<file path="src/rtl/ff_bank_pkg.sv">
// Shared mode/policy codes and the per-channel next-state function for the
// flip-flop bank.
package ff_bank_pkg;

  localparam logic [1:0] MODE_SR = 2'b00;
  localparam logic [1:0] MODE_JK = 2'b01;
  localparam logic [1:0] MODE_D  = 2'b10;
  localparam logic [1:0] MODE_T  = 2'b11;

  localparam int unsigned POL_HOLD   = 0;
  localparam int unsigned POL_SET    = 1;
  localparam int unsigned POL_RESET  = 2;
  localparam int unsigned POL_TOGGLE = 3;

  // The reset input is a don't-care in D and T modes.
  function automatic logic ff_next(input logic [1:0] mode, input logic s,
                                   input logic r, input logic q,
                                   input int unsigned policy);
    logic nq;
    nq = q;
    case (mode)
      MODE_SR: begin
        case ({s, r})
          2'b10:   nq = 1'b1;
          2'b01:   nq = 1'b0;
          2'b11: begin
            case (policy)
              POL_SET:    nq = 1'b1;
              POL_RESET:  nq = 1'b0;
              POL_TOGGLE: nq = ~q;
              default:    nq = q;
            endcase
          end
          default: nq = q;
        endcase
      end
      MODE_JK: begin
        case ({s, r})
          2'b10:   nq = 1'b1;
          2'b01:   nq = 1'b0;
          2'b11:   nq = ~q;
          default: nq = q;
        endcase
      end
      MODE_D:  nq = s;
      default: nq = s ? ~q : q;
    endcase
    return nq;
  endfunction

endpackage

</file>
<file path="src/rtl/ff_cell.sv">
// One flip-flop channel: next-state logic, Q register with asynchronous clear,
// and the forbidden-input indication for the bank-level flags.
module ff_cell
  import ff_bank_pkg::*;
#(
  parameter logic        RESET_BIT   = 1'b0,
  parameter int unsigned SR11_POLICY = POL_HOLD
) (
  input  logic       cp,
  input  logic       clr,
  input  logic       enable,
  input  logic [1:0] mode,
  input  logic       s,
  input  logic       r,
  output logic       q,
  output logic       forbidden
);

  logic q_q;
  logic q_d;

  always_comb begin
    q_d       = ff_next(mode, s, r, q_q, SR11_POLICY);
    forbidden = enable & (mode == MODE_SR) & s & r;
  end

  always_ff @(posedge cp or posedge clr) begin
    if (clr) begin
      q_q <= RESET_BIT;
    end else if (enable) begin
      q_q <= q_d;
    end
  end

  assign q = q_q;

endmodule

</file>
<file path="src/rtl/sr_flip_flop_bank.sv">
// WIDTH-channel SR/JK/D/T flip-flop bank with sticky per-channel forbidden-input
// flags and a saturating count of cycles containing a forbidden input.
module sr_flip_flop_bank
  import ff_bank_pkg::*;
#(
  parameter int unsigned       WIDTH       = 4,
  parameter logic [WIDTH-1:0]  RESET_VAL   = '0,
  parameter int unsigned       SR11_POLICY = POL_HOLD,
  parameter int unsigned       CNT_W       = 8
) (
  input  logic             cp,
  input  logic             clr,
  input  logic             enable,
  input  logic [1:0]       mode,
  input  logic [WIDTH-1:0] set,
  input  logic [WIDTH-1:0] reset,
  input  logic             flag_clr,
  output logic [WIDTH-1:0] out,
  output logic [WIDTH-1:0] notout,
  output logic [WIDTH-1:0] illegal,
  output logic [CNT_W-1:0] illegal_cnt
);

  localparam logic [CNT_W-1:0] CNT_MAX = '1;

  logic [WIDTH-1:0] q_vec;
  logic [WIDTH-1:0] forb_vec;
  logic [WIDTH-1:0] illegal_q;
  logic [WIDTH-1:0] illegal_d;
  logic [CNT_W-1:0] cnt_q;
  logic [CNT_W-1:0] cnt_d;
  logic             any_forb;

  for (genvar gi = 0; gi < WIDTH; gi++) begin : g_cell
    ff_cell #(
      .RESET_BIT   (RESET_VAL[gi]),
      .SR11_POLICY (SR11_POLICY)
    ) u_cell (
      .cp        (cp),
      .clr       (clr),
      .enable    (enable),
      .mode      (mode),
      .s         (set[gi]),
      .r         (reset[gi]),
      .q         (q_vec[gi]),
      .forbidden (forb_vec[gi])
    );
  end

  // A forbidden event in the clearing cycle survives the clear.
  always_comb begin
    any_forb  = |forb_vec;
    illegal_d = illegal_q | forb_vec;
    cnt_d     = cnt_q;
    if (flag_clr) begin
      illegal_d = forb_vec;
      cnt_d     = any_forb ? CNT_W'(1) : '0;
    end else if (any_forb && (cnt_q != CNT_MAX)) begin
      cnt_d = cnt_q + CNT_W'(1);
    end
  end

  always_ff @(posedge cp or posedge clr) begin
    if (clr) begin
      illegal_q <= '0;
      cnt_q     <= '0;
    end else begin
      illegal_q <= illegal_d;
      cnt_q     <= cnt_d;
    end
  end

  assign out         = q_vec;
  assign notout      = ~q_vec;
  assign illegal     = illegal_q;
  assign illegal_cnt = cnt_q;

endmodule

</file>
<file path="config.mk">
export PLATFORM = sky130hd
export DESIGN_NAME = sr_flip_flop_bank
export DESIGN_NICKNAME = d
export VERILOG_FILES = /design/src/rtl/ff_bank_pkg.sv /design/src/rtl/ff_cell.sv /design/src/rtl/sr_flip_flop_bank.sv
export SDC_FILE = /design/constraint.sdc
export NUM_CORES = 1
export LEC_CHECK = 0
export CAP_MARGIN = 10
export CELL_PAD_IN_SITES_DETAIL_PLACEMENT = 2
export CELL_PAD_IN_SITES_GLOBAL_PLACEMENT = 2
export CORE_UTILIZATION = 23
export CTS_CLUSTER_DIAMETER = 60
export DETAILED_ROUTE_END_ITERATION = 7
export HOLD_SLACK_MARGIN = 0.1
export MAX_ROUTING_LAYER = met4
export PLACE_DENSITY_LB_ADDON = 0.2
export SLEW_MARGIN = 20
export SYNTH_ARGS = -nofsm -noshare
export SYNTH_HDL_FRONTEND = slang
export SYNTH_SLANG_ARGS = --single-unit
export TNS_END_PERCENT = 100
</file>
<file path="constraint.sdc">
create_clock -name cp -period 1.5 [get_ports cp]
set_clock_uncertainty 0.1 [all_clocks]
set_input_delay 0.3 -clock cp [delete_from_list [all_inputs] [get_ports cp]]
set_output_delay 0.3 -clock cp [all_outputs]
set_load 0.005 [all_outputs]
</file>
* Word-level counts from Yosys, hierarchy flattened
Index checks and enable logic that the tools add are counted.
Word-level totals: bits in registers 16, input port bits 14
Operators by class: add/subtract/negate cells 1, equality and inequality tests 23, mux-type cells 20, bitwise gates (word level) 15, reduce and logical (&&, ||, !) cells 12
Operator list (number):
- 1-bit case mux with 3 select lines | 8
- 2-bit == test (second input constant) | 9
- 8-bit 2-to-1 mux | 2
- 4-bit by 1-bit != test with 1-bit output (second input constant) | 4
- 4-bit AND reduction | 4
- 4-bit nonzero test | 4
- 2-bit by 1-bit == test with 1-bit output (second input constant) | 5
- 1-bit bitwise AND | 9
- 3-bit by 1-bit != test with 1-bit output (second input constant) | 3
- 8-bit by 1-bit adder with 8-bit output (second input constant) | 1
- 8-bit != test (second input constant) | 1
- 1-bit case mux with 2 select lines | 4
- 1-bit 2-to-1 mux | 5
- 4-bit 2-to-1 mux | 1
- 1-bit inverter | 4
- 4-bit inverter | 1
- 4-bit bitwise OR | 1
- 4-bit OR reduction | 1
- 3-bit != test (second input constant) | 1
- 2-bit logical NOT | 1
- 2-bit nonzero test | 1
- 1-bit logical AND | 1

* Depth between registers and ports, before layout
Gate-level depths: netlist (run 1).
depth after elaboration 8, gate-level depth with buffers 6, depth with buffers taken out 6

* Modules after synthesis
A second synthesis (run 1) with hierarchy kept.
Unflattened totals: cell total of the unflattened synthesis 132, area, all modules 1258.7 um^2
Modules (own cells, without submodules):
- sr_flip_flop_bank | instances 1, cells each 56, area an instance 625.6 um^2, seq. area each 300.3 um^2
- ff_cell (g_cell[1].u_cell ...) | instances 3, cells each 21, area an instance 178.9 um^2, seq. area each 25.0 um^2
- ff_cell (g_cell[0].u_cell) | instances 1, cells each 13, area an instance 96.3 um^2, seq. area each 25.0 um^2

* Worst setup path after synthesis (run 1)
OpenSTA, ideal clock, no wires.
path kind input port to flip-flop, start point input mode[0], end point register cnt_q[2] (netlist: illegal_cnt[2]), setup time 0.140 ns, arrival 1.520 ns, required time 1.260 ns, slack -0.259 ns, stages 5, path buffers 1, cells stage by stage or3b_4 a41o_1 buf_2 o311ai_0 o41ai_1
On the way: longest elaborated chain between the ends 7, elaborated cells on any way between the ends 13
Ends and longest elaborated chain:
- start: declaration | line sr_flip_flop_bank.sv:14 | input logic [1:0] mode,
- 2-bit logical NOT * | line ff_cell.sv:24 | forbidden = enable & (mode == MODE_SR) & s & r;
- 1-bit bitwise AND * | line ff_cell.sv:24
- 1-bit bitwise AND (2 in series) | line ff_cell.sv:24
- 4-bit OR reduction * | line sr_flip_flop_bank.sv:52 | any_forb = |forb_vec;
- 1-bit logical AND * | line sr_flip_flop_bank.sv:58 | end else if (any_forb && (cnt_q != CNT_MAX)) begin
- 2-bit nonzero test (no line) *
- end signal: assignment | line sr_flip_flop_bank.sv:69 | cnt_q <= cnt_d;
- end: declaration | line sr_flip_flop_bank.sv:30 | logic [CNT_W-1:0] cnt_q;
Every way passes the cells marked *; elsewhere a longest branch is shown, timed or not. A chain may end at the register's enable or synchronous reset.

* Final worst setup path (run 1)
start point input mode[0], end point register cnt_q[5] (netlist: illegal_cnt[5])
The elaborated chain is that of the path after synthesis.

==> results.json, run 1 <==
{
  "htreeDepth": 1,
  "die_area_um2": 4710,
  "synth.most_common_cell": "dfrtp_1",
  "rsz0062_at_grt": "true",
  "seqPwrFrac": 0.378,
  "numPortBuffers": 33,
  "slew_headroom": 0.753,
  "powerDensity_nw_per_um2": 679,
  "leakagePower_nw": 0.915,
  "grt_pass1_wl_mm": 6.55,
  "cap_violations": 0,
  "cts_root_buffer": "clkbuf_8",
  "ir_worst_vdd_v": 0.000326,
  "syn-num-nets": 134,
  "drt_pre_antenna_iters": 4,
  "setup.worst_path.class": "in -> reg",
  "worst_slew_pin_slew_ps": 367,
  "io_pins": 34,
  "first_global_vias": 1337,
  "hold_buffers": 0,
  "fillerInstances": 452,
  "critPathMaxFanout": 5,
  "power_frac_clock": 0.303,
  "worst_slack_ps": -175,
  "clkTransAtPathRegs_ps": 70,
  "p_comb_frac": 0.319,
  "clk_path_buf_depth": 2,
  "finalHoldViolations": 0,
  "end_kind": "register",
  "worstPathCellList": "buf_6 > or3b_4 > a41o_4 > buf_6 > o31ai_1 > a21oi_2",
  "layout-drive-gt1-share": 0.442,
  "fin_cells": 240,
  "cp-start-kind": "primary input",
  "status": "complete, but fails checks",
  "period_needed_ps": 1680,
  "synth_common_cells": "dfrtp_1 (16), nand2_1 (12), inv_1 (8), o21ai_0 (8), a21oi_1 (6)",
  "critPathMaxStageDelay_ps": 410,
  "synthToLayoutAreaGrowth_pct": 85.2,
  "cp.required_ps": 1530,
  "place_ws_ps": -799,
  "syn_inst": 116,
  "syn_area_um2": 1020,
  "cp_top_family": "compound AO/OA/AOI/OAI gates",
  "yosysTopAreaCell": "dfrtp_1",
  "violations": "negative setup slack",
  "yosys_warnings": 0,
  "antenna_found_initial": 0,
  "grt_max_degree": 17,
  "start_util": 0.247,
  "p_switching_w": 0.000371,
  "synth_edf_count": 0,
  "synthDistinctLibCells": 37,
  "wirelength_mm": 4.58,
  "overflow": 0,
  "diodes": 0,
  "crit_top_cell": "buf_6",
  "clock_sinks": 16,
  "place_congestion": 0.755,
  "placed_cells": 217,
  "slowest_stage": "or3b_4",
  "syn_avg_cell_area_um2": 8.81,
  "cts_buffers": 3,
  "async_flop_share": 1.00,
  "fin_crit_sh": 1.12,
  "chipHeight_um": 68.7,
  "grt.total_usage": 0.200,
  "synth_top_area_frac": 0.392,
  "coreArea_um2": 4140,
  "finalSetupViolations": 8,
  "post-dp-hpwl_mm": 3.03,
  "die_w_um": 68.7,
  "routedWlPerCell_um": 19.1,
  "rows": 23,
  "synthTopCellsByArea": "dfrtp_1 (39%), ha_1 (4.9%), nand2_1 (4.4%), o21ai_0 (3.9%), o2bb2ai_1 (3.4%)",
  "vias_per_cell": 5.05,
  "slew_violations": 0,
  "cts_tree": "yes",
  "fin_nets": 209,
  "vias": 1212,
  "antenna_left": 0,
  "critPathArrivalTime_ps": 1700,
  "crit_buf_inv": 2,
  "swShare": 0.288,
  "p_int_w": 0.000915,
  "hp-class": "in -> async",
  "yosysSeqAreaShare": 0.392,
  "clock_latency_ps": 250,
  "first_iter_violations": 13,
  "synth_ff_type": "dfrtp_1",
  "drcViolationCount": 0,
  "fmax_mhz": 597,
  "ys_ff_latch": 16
}
-- power groups by stage --
stage          sequential [W]  combinational, W  clock [W]
2_1_floorplan        0.000498          0.000165          0
3_3_place_gp         0.000501          0.000353          0
3_5_place_dp         0.000507          0.000374          0
4_1_cts              0.000486          0.000393   0.000411
5_1_grt              0.000489          0.000452   0.000422
6_report             0.000486          0.000410   0.000389
-- per-layer routing --
metal,track usage,share of wire,up-vias
met3,0.0247,0.022,5
met5,-,0,-
met1,0.218,0.42,615
met2,0.371,0.54,22
li1,-,-,570
met4,0.0703,0.010,0
-- cell usage in the layout (no fill, tap or decap), types with 3 or more instances in the layout --
cell           Yosys  routed
a21oi_1            6       3
a21oi_2            0       3
buf_4              4      41
buf_6              0       5
clkbuf_8           0       4
dfrtp_1           16      12
dfrtp_2            0       4
dlygate4sd2_1      0      23
inv_1              8       7
nand2_1           12       8
nand2_2            0       4
nand2b_1           3       3
nand3_1            5       3
nor2_1             4       3
nor3_1             3       3
o21ai_0            8       7
o2bb2ai_1          4       4
-- area by class of cell --
cell class,count,area [µm²],area share
clock buffers,4,55.1,0.0291
inverters,9,33.8,0.0178
multi-input cells,83,686,0.362
flip-flops and latches,16,405,0.214
well taps,50,62.6,0.0330
repair buffers,78,651,0.344
-- sequential cells by signal, summed over array words and instances (netlist names) --
register and count:
g_cell.u_cell.q 4, illegal_cnt 8, illegal 4
-- stage by stage --
step                 util  hold WS [ps]  area (µm²)  total power, W  TNS (ps)
floorplan               -           114        1020        0.000662     -1170
global placement    0.377           381        1560        0.000854     -7220
detailed placement  0.377           381        1560        0.000882     -8010
CTS                 0.421           260        1740         0.00129      -902
global route        0.457           287        1890         0.00136     -1010
finish              0.457           258        1890         0.00129      -799
-- worst register-to-register path: cells and delay by family (launching register included) --
kind	cells	cell delay, ps
AOI/OAI and AO/OA	3	530
adders and majority gates	1	220
buffers and inverters	1	170
DFF	1	390
and+or+nand+nor	1	90
-- path summary, 6_finish.rpt --
path	startpoint	to	slack, ps	depth (start not counted)
min in group cp	reset[1]	g_cell[1].u_cell.q	310	2
worst min-delay path	clr	illegal[0]	260	3
worst max register to register	illegal_cnt[0]	illegal_cnt[5]	-110	6
worst min register to register	illegal[3]	illegal[3]	400	1
max in group asynchronous	clr	illegal_cnt[3]	830	3
worst max-delay path	mode[0]	illegal_cnt[5]	-180	6
-- cell families (layout without fill, tap and decap cells) --
family	Yosys count	in the layout	share of synthesized area
flops	16	16	0.392
simple gates	44	44	0.237
buf+inv	17	91	0.0783
mux	2	2	0.0196
compound gates	33	33	0.224
fa+ha+maj	4	4	0.0490
-- what timing repair did --
action / CTS / global route
gates resized for setup: 64 / 23
setup endpoints to repair: 31 / 12
endpoints found under the hold margin: 0 / 0
buffers inserted: 11 / 8
pin swaps: 12 / 8
No activity file was read; power rests on OpenSTA's default activity.
==> inputs of run 2 (changes only) <==
CORE_UTILIZATION = 26   (was 23)
clock period = 1.8 ns   (was 1.5 ns; I/O delays follow)
==> run 2 against run 1 <==
The flow now finishes without violations. Combinational power is 27% lower. Count of clock-buffer cells in the layout stayed put. Final cell count is 12% lower. Register-to-register slack better by 210 ps. Final area is 14% lower. Sequential power is 14% lower. Die area is 11% lower. Sequential share of layout area is 3.4 points higher. Global-route usage is 2.1 points lower. Power is 19% lower. Critical path depth stayed put. First-iteration DRC count grew to 2.7 times the previous value. Critical endpoint is now illegal_cnt[0]. Largest cell class unchanged.
==> results.json, run 2 (same netlist as run 1, synthesis figures left out) <==
{
  "vias_per_cell": 5.10,
  "clock_sinks": 16,
  "rows": 22,
  "vias": 1081,
  "fillerInstances": 426,
  "wirelength_mm": 3.36,
  "cts_tree": "yes",
  "cp_top_family": "simple AND/OR/NAND/NOR gates",
  "clk_path_buf_depth": 2,
  "post-route-util": 0.436,
  "drt_pre_antenna_iters": 4,
  "place_congestion": 0.780,
  "htreeDepth": 1,
  "finalSetupViolations": 0,
  "die_area_um2": 4190,
  "start_util": 0.275,
  "fin_area_um2": 1620,
  "io_pins": 34,
  "status": "completed",
  "postCtsSetupRepairBufs": 0,
  "fin_crit_sh": 0.974,
  "clock_latency_ps": 250,
  "leakagePower_nw": 0.689,
  "crit_buf_inv": 2,
  "post-dp-hpwl_mm": 2.60,
  "worst_slew_pin_slew_ps": 432,
  "critPathMaxStageDelay_ps": 380,
  "period_needed_ps": 1750,
  "fmax_mhz": 570,
  "chipHeight_um": 64.7,
  "overflow": 0,
  "cts_buffers": 3,
  "ir_worst_vdd_v": 0.000346,
  "slew_headroom": 0.711,
  "largest_reg_flops": 8,
  "hp-class": "in -> reg",
  "grt_pass1_wl_mm": 5.62,
  "grt_max_degree": 17,
  "diodes": 0,
  "rsz0062_at_grt": "false",
  "mostFrequentLayoutCells": "clkdlybuf4s50_1 (23), buf_4 (19), dfrtp_1 (15)",
  "critPathMaxFanout": 7,
  "cts_root_buffer": "clkbuf_8",
  "fin_nets": 183,
  "powerDensity_nw_per_um2": 640,
  "setup.worst_path.class": "in -> reg",
  "antenna_found_initial": 0,
  "cp-start-kind": "primary input",
  "die_w_um": 64.7,
  "clkTransAtPathRegs_ps": 70,
  "cap_violations": 0,
  "numPortBuffers": 33,
  "antenna_left": 0,
  "slowest_stage": "or3b_4",
  "synthToLayoutAreaGrowth_pct": 58.5,
  "finalHoldViolations": 0,
  "slew_violations": 0,
  "first_iter_violations": 35,
  "drcViolationCount": 0,
  "end_kind": "register",
  "first_global_vias": 1176,
  "coreArea_um2": 3720,
  "grt.total_usage": 0.179,
  "layout_commonest_cell": "clkdlybuf4s50_1",
  "dpl_cell_area_um2": 1510,
  "layout-drive-gt1-share": 0.238,
  "critPathArrivalTime_ps": 1810,
  "cp.required_ps": 1860,
  "hold_buffers": 0,
  "worstPathCellList": "dlygate4sd2_1 > or3b_4 > a41o_4 > buf_4 > or3_1 > o221ai_1",
  "routedWlPerCell_um": 15.8
}
==> run 2: changes by cell type in the layout (fill, tap and decap cells not counted), moves of 2 or more <==
| cell | previous run | this run |
|---|---|---|
| buf_4 | 41 | 19 |
| clkbuf_2 | 2 | 0 |
| clkdlybuf4s50_1 | 2 | 23 |
| nand3_2 | 2 | 0 |
| buf_6 | 5 | 0 |
| dlygate4sd2_1 | 23 | 6 |
| dfrtp_2 | 4 | 1 |
| nand3_1 | 3 | 5 |
| dfrtp_1 | 12 | 15 |
==> run 2: worst paths after layout <==
check,start,endpoint,slack [ps],cells past startpoint
max,enable,illegal_cnt[0],50,6
min,reset[1],g_cell[1].u_cell.q,280,2
max reg2reg,illegal_cnt[0],illegal_cnt[4],100,5
min reg2reg,illegal[1],illegal[1],400,1
max in group asynchronous,clr,g_cell[2].u_cell.q,1080,3
min in group asynchronous,clr,g_cell[3].u_cell.q,320,3
==> run 2: cell type report <==
class                      count  area (µm²)  share of cell area
multi-input combinational     83         599               0.370
timing repair buffer          52         470               0.290
sequential                    16         402               0.248
tap                           48        60.1              0.0371
clock buffer                   4        55.1              0.0340
inverter                       9        33.8              0.0208
==> run 2: what timing repair did <==
item,4_1_cts,5_1_grt
pin swaps,9,1
gates resized for setup,19,9
endpoints found under the setup margin,9,6
==> run 2: metrics by stage <==
step	hold WS, ps	cells	TNS (ps)	setup slack, ps	total power, W
6_report	277	212	0	46.6	0.00104
4_1_cts	327	212	0	19.4	0.00105
2_1_floorplan	174	116	0	10.2	0.000552
3_5_place_dp	385	208	-4300	-538	0.000723
5_1_grt	303	212	0	0.0850	0.00110
3_3_place_gp	379	208	-3790	-488	0.000706
==> run 2: routing by layer <==
layer	track usage	part of all wire	wire, µm	vias to the layer above
li1	-	-	-	519
met1	0.227	0.47	1580	537
met2	0.299	0.50	1670	23
met3	0.0317	0.028	95	2
met4	0.0333	0.0033	11	0
met5	-	0	0	-
==> run 2: where the power goes <==
part	switching [W]	leakage (nW)	internal (W)
clock network	0.000128	0.0288	0.000194
logic	0.000125	0.449	0.000174
registers	0.0000296	0.211	0.000387
total	0.000282	0.689	0.000755
==> inputs of run 3 (changes only) <==
clock period = 1.9 ns   (was 1.8 ns; I/O delays follow)
==> run 3 against run 2 <==
Critical path depth shrank 1. Clock power shrank 19%. Utilization grew 0.27 points. Sequential power shrank 5.5%. Routed wire length grew 13%. Global-route usage grew 2.2 points. Sequential share of layout area shrank 0.23 points. Worst setup slack lost 38 ps. Combinational power is essentially flat. Largest cell class unchanged. Highest routed layer unchanged.
==> results.json, run 3 (same netlist as run 1, synthesis figures left out) <==
{
  "finalSetupViolations": 0,
  "diodes": 0,
  "p_int_w": 0.000678,
  "grt_pass1_wl_mm": 6.04,
  "overflow": 0,
  "place_congestion": 0.752,
  "finalHoldViolations": 0,
  "drt_pre_antenna_iters": 4,
  "numPortBuffers": 33,
  "ir_worst_vdd_v": 0.000318,
  "antenna_found_initial": 0,
  "setup.worst_path.class": "in -> reg",
  "layout_commonest_cell": "clkdlybuf4s50_1",
  "first_global_vias": 1221,
  "fin_nets": 186,
  "critPathMaxFanout": 5,
  "grt.total_usage": 0.201,
  "die_area_um2": 4190,
  "swShare": 0.289,
  "antenna_left": 0,
  "wirelength_mm": 3.79,
  "cts_root_buffer": "clkbuf_8",
  "grt_max_degree": 17,
  "clkTransAtPathRegs_ps": 60,
  "end_kind": "register",
  "seqCellArea_um2": 400,
  "cap_violations": 0,
  "fillerInstances": 404,
  "worst_slew_pin_slew_ps": 386,
  "io_pins": 34,
  "mostFrequentLayoutCells": "clkdlybuf4s50_1 (28), buf_4 (20), dfrtp_1 (16)",
  "slew_violations": 0,
  "slew_headroom": 0.742,
  "cts_tree": "yes",
  "routedWlPerCell_um": 17.7,
  "fin_crit_sh": 0.995,
  "vias_per_cell": 5.24,
  "largest_reg_flops": 8,
  "clock_latency_ps": 250,
  "clk_path_buf_depth": 2,
  "fmax_mhz": 529,
  "multiInputGateArea_um2": 599,
  "powerDensity_nw_per_um2": 585,
  "drcViolationCount": 0,
  "rows": 22,
  "power_frac_clock": 0.275,
  "chipHeight_um": 64.7,
  "cp-start-kind": "primary input",
  "post-dp-hpwl_mm": 2.75,
  "post-route-util": 0.439,
  "clock_sinks": 16,
  "p_switching_w": 0.000276,
  "die_w_um": 64.7,
  "power_w": 0.000954,
  "layout-drive-gt1-share": 0.223,
  "rsz0062_at_grt": "false",
  "cts_buffers": 3,
  "hp-class": "in -> async",
  "critPathArrivalTime_ps": 1970,
  "seqPwrFrac": 0.413,
  "leakagePower_nw": 0.690,
  "first_iter_violations": 28,
  "start_util": 0.275,
  "dpl_cell_area_um2": 1510,
  "synthToLayoutAreaGrowth_pct": 59.5,
  "cp.required_ps": 1980,
  "fin_area_um2": 1630,
  "htreeDepth": 1,
  "period_needed_ps": 1890,
  "vias": 1122,
  "status": "completed",
  "coreArea_um2": 3720,
  "p_comb_frac": 0.312
}
==> run 3: cell count changes in the layout (fill, tap and decap cells not counted), sizes merged <==
cell,before,now
clkdlybuf4s50,23,28
dlygate4sd2,6,1
buf,19,21
a41o,1,2
clkbuf,4,3
==> run 3: per-layer routing <==
layer	track usage	part of all wire	up-vias	routed length (µm)
met1	0.231	0.44	570	1670
met2	0.365	0.53	20	2020
met5	-	0	-	0
met3	0.0264	0.017	4	64
li1	-	-	528	-
met4	0.0528	0.0077	0	29
==> run 3: layout make-up <==
cell class,instances,area share
clock buffers,3,0.0253
inverters,9,0.0207
multi-input cells,84,0.368
flip-flops and latches,16,0.246
well taps,48,0.0368
repair buffers,54,0.304
==> run 3: worst paths after layout <==
check                          startpoint  depth (start not counted)  slack, ps                  to
setup / recovery                  mode[1]                          5          9      illegal_cnt[7]
hold / removal                        clr                          3        350  g_cell[3].u_cell.q
setup reg to reg           illegal_cnt[0]                          5        180      illegal_cnt[4]
hold reg to reg                illegal[0]                          1        400          illegal[0]
max in group asynchronous             clr                          3       1160          illegal[2]
min in group cp                illegal[0]                          1        400          illegal[0]
==> run 3: worst max-delay path, cell delays in order <==
cell and delay (ps):
clkdlybuf4s15_1 210, or3b_4 440, a41o_4 280, or4_4 520
a21oi_2 140
==> run 3: repair_timing <==
item | CTS | global route
gates resized for setup | 13 | 9
endpoints found under the setup margin | 9 | 6
hold buffers | 0 | 0
cloned | 1 | 0
pin swaps | 5 | 2
buffers inserted | 1 | 1
==> run 3: per-stage QoR <==
stage / hold slack (ps) / setup WS, ps / TNS (ps) / instances
2_1_floorplan: 194 / 60.5 / 0 / 116
3_3_place_gp: 379 / -493 / -3710 / 208
3_5_place_dp: 377 / -540 / -4120 / 208
4_1_cts: 363 / 5.77 / 0 / 213
5_1_grt: 377 / 0.628 / 0 / 214
6_report: 350 / 8.91 / 0 / 214
==> run 3: power by group through the flow <==
stage               sequential (W)  combinational [W]  clock [W]
CTS                       0.000394           0.000296   0.000268
global route              0.000397           0.000323   0.000284
global placement          0.000397           0.000272          0
floorplan                 0.000393           0.000130          0
detailed placement        0.000400           0.000288          0
finish                    0.000394           0.000298   0.000262
